**src/rtl/alu_pkg.sv**
```systemverilog
// Shared ALUControl encoding and execution-unit state type.
// The ALU decoder imports the same constants, so the encoding is defined in one place.
package alu_pkg;

    localparam logic [2:0] ALU_ADD = 3'b000;
    localparam logic [2:0] ALU_SUB = 3'b001;
    localparam logic [2:0] ALU_AND = 3'b010;
    localparam logic [2:0] ALU_OR  = 3'b011;
    localparam logic [2:0] ALU_XOR = 3'b100;
    localparam logic [2:0] ALU_SLL = 3'b101;
    localparam logic [2:0] ALU_SRL = 3'b110;
    localparam logic [2:0] ALU_SLT = 3'b111;

    typedef enum logic [1:0] {
        ST_IDLE  = 2'd0,
        ST_SHIFT = 2'd1,
        ST_DONE  = 2'd2
    } alu_state_e;

    function automatic logic is_shift(input logic [2:0] ctrl);
        return (ctrl == ALU_SLL) || (ctrl == ALU_SRL);
    endfunction

endpackage

```
**src/rtl/alu_addsub.sv**
```systemverilog
// Combinational adder/subtractor shared by add, sub and slt.
// Subtraction is a + ~b + 1; carry is bit XLEN of the widened sum.
module alu_addsub #(
    parameter int XLEN = 32
) (
    input  logic [XLEN-1:0] a,
    input  logic [XLEN-1:0] b,
    input  logic            sub,
    output logic [XLEN-1:0] sum,
    output logic            carry,
    output logic            ovf
);

    logic [XLEN-1:0] b_eff;
    logic [XLEN:0]   sum_wide;

    always_comb begin
        b_eff    = sub ? ~b : b;
        sum_wide = {1'b0, a} + {1'b0, b_eff} + {{XLEN{1'b0}}, sub};
        sum      = sum_wide[XLEN-1:0];
        carry    = sum_wide[XLEN];
        ovf      = (a[XLEN-1] == b_eff[XLEN-1]) && (sum_wide[XLEN-1] != a[XLEN-1]);
    end

endmodule

```
**src/rtl/alu_exec_unit.sv**
```systemverilog
// Multi-cycle ALU execution unit: single-cycle logic/arith/slt, one-bit-per-cycle shifts,
// valid/ready handshake on both sides.
//
//   state    | meaning
//   ST_IDLE  | in_ready=1, waiting for an operation
//   ST_SHIFT | iterative shift in progress, counter holds remaining positions
//   ST_DONE  | out_valid=1, result/flags held until out_ready
module alu_exec_unit
    import alu_pkg::*;
#(
    parameter int XLEN = 32
) (
    input  logic            clk,
    input  logic            rst_n,
    input  logic            in_valid,
    output logic            in_ready,
    input  logic [2:0]      alu_ctrl,
    input  logic [XLEN-1:0] src_a,
    input  logic [XLEN-1:0] src_b,
    output logic            out_valid,
    input  logic            out_ready,
    output logic [XLEN-1:0] result,
    output logic            zero,
    output logic            neg,
    output logic            carry,
    output logic            ovf
);

    localparam int SHW = $clog2(XLEN);

    alu_state_e      state_q, state_d;
    logic [2:0]      op_q, op_d;
    logic [XLEN-1:0] work_q, work_d;
    logic [SHW-1:0]  cnt_q, cnt_d;
    logic [XLEN-1:0] result_q, result_d;
    logic            carry_q, carry_d;
    logic            ovf_q, ovf_d;

    logic [XLEN-1:0] as_sum;
    logic            as_carry, as_ovf, as_sub;
    logic [SHW-1:0]  shamt;

    // slt reuses the subtract path
    assign as_sub = (alu_ctrl == ALU_SUB) || (alu_ctrl == ALU_SLT);
    assign shamt  = src_b[SHW-1:0];

    alu_addsub #(.XLEN(XLEN)) u_addsub (
        .a     (src_a),
        .b     (src_b),
        .sub   (as_sub),
        .sum   (as_sum),
        .carry (as_carry),
        .ovf   (as_ovf)
    );

    always_comb begin
        state_d  = state_q;
        op_d     = op_q;
        work_d   = work_q;
        cnt_d    = cnt_q;
        result_d = result_q;
        carry_d  = carry_q;
        ovf_d    = ovf_q;
        unique case (state_q)
            ST_IDLE: begin
                if (in_valid) begin
                    op_d    = alu_ctrl;
                    carry_d = 1'b0;
                    ovf_d   = 1'b0;
                    state_d = ST_DONE;
                    unique case (alu_ctrl)
                        ALU_ADD, ALU_SUB: begin
                            result_d = as_sum;
                            carry_d  = as_carry;
                            ovf_d    = as_ovf;
                        end
                        ALU_AND: result_d = src_a & src_b;
                        ALU_OR:  result_d = src_a | src_b;
                        ALU_XOR: result_d = src_a ^ src_b;
                        ALU_SLT: result_d = {{(XLEN-1){1'b0}}, as_sum[XLEN-1] ^ as_ovf};
                        default: begin
                            if (shamt == '0) begin
                                result_d = src_a;
                            end else begin
                                work_d  = src_a;
                                cnt_d   = shamt;
                                state_d = ST_SHIFT;
                            end
                        end
                    endcase
                end
            end
            ST_SHIFT: begin
                work_d = (op_q == ALU_SLL) ? (work_q << 1) : (work_q >> 1);
                cnt_d  = cnt_q - 1'b1;
                if (cnt_q == SHW'(1)) begin
                    result_d = work_d;
                    state_d  = ST_DONE;
                end
            end
            ST_DONE: begin
                if (out_ready) state_d = ST_IDLE;
            end
            default: state_d = ST_IDLE;
        endcase
    end

    always_ff @(posedge clk) begin
        if (!rst_n) begin
            state_q  <= ST_IDLE;
            op_q     <= ALU_ADD;
            work_q   <= '0;
            cnt_q    <= '0;
            result_q <= '0;
            carry_q  <= 1'b0;
            ovf_q    <= 1'b0;
        end else begin
            state_q  <= state_d;
            op_q     <= op_d;
            work_q   <= work_d;
            cnt_q    <= cnt_d;
            result_q <= result_d;
            carry_q  <= carry_d;
            ovf_q    <= ovf_d;
        end
    end

    assign in_ready  = (state_q == ST_IDLE);
    assign out_valid = (state_q == ST_DONE);
    assign result    = result_q;
    assign zero      = (result_q == '0);
    assign neg       = result_q[XLEN-1];
    assign carry     = carry_q;
    assign ovf       = ovf_q;

endmodule

```
**config.mk**
```make
export PLATFORM = sky130hd
export DESIGN_NAME = alu_exec_unit
export DESIGN_NICKNAME = d
export VERILOG_FILES = /design/src/rtl/alu_pkg.sv /design/src/rtl/alu_addsub.sv /design/src/rtl/alu_exec_unit.sv
export SDC_FILE = /design/constraint.sdc
export NUM_CORES = 1
export LEC_CHECK = 0
export ABC_AREA = 0
export BUFFER_PORTS_ARGS = -buffer_cell sky130_fd_sc_hd__buf_4
export CAP_MARGIN = 10
export CORE_MARGIN = 8
export CORE_UTILIZATION = 60
export DETAILED_ROUTE_END_ITERATION = 16
export MAX_ROUTING_LAYER = met4
export PLACE_DENSITY = 0.93
export SYNTH_ARGS = -nofsm -noshare
export SYNTH_HDL_FRONTEND = slang
export SYNTH_SLANG_ARGS = --single-unit
export TNS_END_PERCENT = 10
```
**constraint.sdc**
```tcl
create_clock -name clk -period 4.4 [get_ports clk]
set_input_delay 0.22 -clock clk [delete_from_list [all_inputs] [get_ports clk]]
set_output_delay 0.22 -clock clk [all_outputs]
set_load 0.01 [all_outputs]
```
==> impl_metrics.env <==
export IMPL_fmax_ghz=0.2807
export IMPL_relSlewSlack_pct=30.55
export IMPL_place_ws_ns=0.6009
export IMPL_numPortBuffers=108
export IMPL_total_power_mw=2.817
export IMPL_area_growth_pct=14.61
export IMPL_cts_buffer_depth=2
export IMPL_post_cts_resized=0
export IMPL_grt_remaining_overflow=0
export IMPL_grt_pass1_wl_um=43040
export IMPL_clock_sinks=76
export IMPL_vias=8977
export IMPL_final_area_mm2=0.009443
export IMPL_ys_async_sr_fraction_pct=0
export IMPL_start_kind="primary input"
export IMPL_cts_tree="done"
export IMPL_fp_dieH_um=133.2
export IMPL_syn_nets=1315
export IMPL_seq_area_frac_synth_pct=18.47
export IMPL_hold_violations=0
export IMPL_antenna_found_initial=0
export IMPL_dp_cells=1374
export IMPL_numCtsBuffers=9
export IMPL_grt_pass1_vias=8426
export IMPL_synthFlopType="dfxtp_1"
export IMPL_clk_latency_ns=0.35
export IMPL_fillCellCount=1149
export IMPL_drive_gt1_share_pct=14.30
export IMPL_floorplan_initialDensity_pct=60.29
export IMPL_cts_clk_slew_worst_paths_ns=0.06
export IMPL_stdcell_count=1390
export IMPL_rows=43
export IMPL_grt_usage_pct=30.40
export IMPL_finalWorstSetupSlack_ns=0.8378
export IMPL_htreeDepth=3
export IMPL_rsz0062_at_grt="false"
export IMPL_synthCells=1146
export IMPL_core_area_mm2=0.01367
export IMPL_grt_max_degree=80
export IMPL_critical_path_class="primary input to register"
export IMPL_viasPerCell=6.458
export IMPL_dieWidth_um=133.2
export IMPL_ctsHoldBuffers=0
export IMPL_synth_common_cells="120 x nand2_1, 112 x o21ai_0, 100 x inv_1"
export IMPL_clock_skew_ns=0.006293
export IMPL_worstPathMaxFanout=26
export IMPL_ys_ff_latch=76
export IMPL_p_per_area_mw_per_mm2=298.4
export IMPL_fin_nets=1374
export IMPL_fin_crit_ns=3.562
export IMPL_drt_iter0_markers=1180
export IMPL_endpoint_kind="register"
export IMPL_worst_pin_slew_ns=1.039
export IMPL_required_ns=4.64
export IMPL_period_share_pct=80.96
export IMPL_yosys_area_top_type_share_pct=18.47
export IMPL_post_route_util_pct=69.10
export IMPL_dp_hpwl_um=19350
export IMPL_routed_wl_um=27000
export IMPL_drc=0
export IMPL_ys_types=65
export IMPL_leakage_nw=4.274
export IMPL_status="completed"
export IMPL_n_antenna_cell=0
export IMPL_placed_area_mm2=0.009129
export IMPL_drt_wirelength_per_cell_um=19.43
export IMPL_vdd_drop_max_v=0.0002081
export IMPL_drv_slew=0
export IMPL_finalWeightedCongestion=0.9939
export IMPL_synth_top_area_cell="dfxtp_1"
export IMPL_syn_area_per_cell_um2=7.189
export IMPL_post_synth_top_count_cell="nand2_1"
export IMPL_synth_area_leaders="dfxtp_1 18%, ha_1 15%, o21ai_0 6.8%, nand2_1 5.5%, a21oi_1 5.2%"
export IMPL_holdWs_ns=0.1772
export IMPL_holdCritPathClass="primary input to register"
export IMPL_crit_arrival_ns=3.80
export IMPL_setup_viol=0
export IMPL_setup_tns_ns=0
export IMPL_synth_warnings=0
export IMPL_ant_nets=0
export IMPL_firstDrtPassIters=5
export IMPL_synthesis_area_mm2=0.008239
export IMPL_cap_violations=0
export IMPL_root_buffer="clkbuf_16"
export IMPL_die_area_mm2=0.01774
export IMPL_cts_setup_buffers=0
export IMPL_synth_edf_count=0
export IMPL_io_pins=109
## kinds of logic (layout without fill, tap and decap cells)
kind of cell	after synthesis	in the layout	synth area share, %
AO/OA/AOI/OAI	394	394	30.55
AND/OR/NAND/NOR	308	308	17.18
buffers and inverters	177	241	8.200
adder cells (fa/ha/maj)	98	98	14.97
flip-flops	76	76	18.47
XOR/XNOR	59	59	6.272
multiplexers	34	34	4.358
## final cells by class
cell class | count | area (µm²) | share of cell area, %
timing repair buffer | 125 | 938.4 | 9.938
tap | 180 | 225.2 | 2.385
multi-input combinational | 893 | 6068 | 64.26
inverter | 100 | 375.4 | 3.975
clock buffer | 13 | 270.3 | 2.862
sequential | 76 | 1521 | 16.11
clock inverter | 3 | 43.79 | 0.4638
## layer usage
layer  wire length (µm)  global-route usage, %  part of all wire [%]
met1              10950                  38.57                    41
met2              11820                  45.55                    44
met4               1088                  14.16                   4.0
met5                  0                      -                     0
met3               3144                  6.175                    12
## sequential cells by signal, summed over array words and instances, names as in the netlist
signal / flops
cnt_q: 5
state_q: 2
op_q: 3
carry: 1
ovf: 1
work_q: 32
result: 32
## report_power, final
part / leakage, nW / internal (mW) / switching [mW]
registers: 0.623 / 0.758 / 0.0777
logic: 3.50 / 0.489 / 0.683
clock network: 0.156 / 0.487 / 0.323
total: 4.27 / 1.73 / 1.08
## worst max-delay path: stages
cell and delay (ns):
buf_4 0.27, nor2_1 0.15, o21ai_4 0.32, buf_4 0.33
xnor2_1 0.15, ha_1 0.29, and3_1 0.16, a221oi_1 0.52
o41a_2 0.25, a21oi_1 0.13, a21oi_1 0.24, o21ai_0 0.19
or2_2 0.31, a31oi_1 0.16, o21ai_0 0.09
## cell usage in the layout, fill, tap and decap left out, types with 12 or more instances in the layout
cell type,Yosys,routed
mux2_2,15,15
o22ai_1,12,12
mux2i_1,19,19
o221ai_1,15,15
xnor2_1,47,47
a211oi_1,14,14
a221oi_1,13,13
a31oi_1,30,30
buf_4,2,125
o21a_1,40,40
inv_1,100,100
nand2_1,120,120
nor2b_1,29,28
dfxtp_1,76,76
a21oi_1,86,86
nand3_1,18,18
xor2_1,12,12
ha_1,97,97
o21ai_0,112,112
nor2_1,81,81
## worst paths after layout
kind / cells after the start / slack (ns) / endpoint / from
max: 15 / 0.84 / result[30] / alu_ctrl[2]
min: 3 / 0.18 / work_q[17] / src_a[17]
max reg2reg: 7 / 1.98 / result[20] / op_q[1]
min reg2reg: 2 / 0.48 / op_q[0] / op_q[0]
Note: power is estimated with default switching activity, not from simulation.
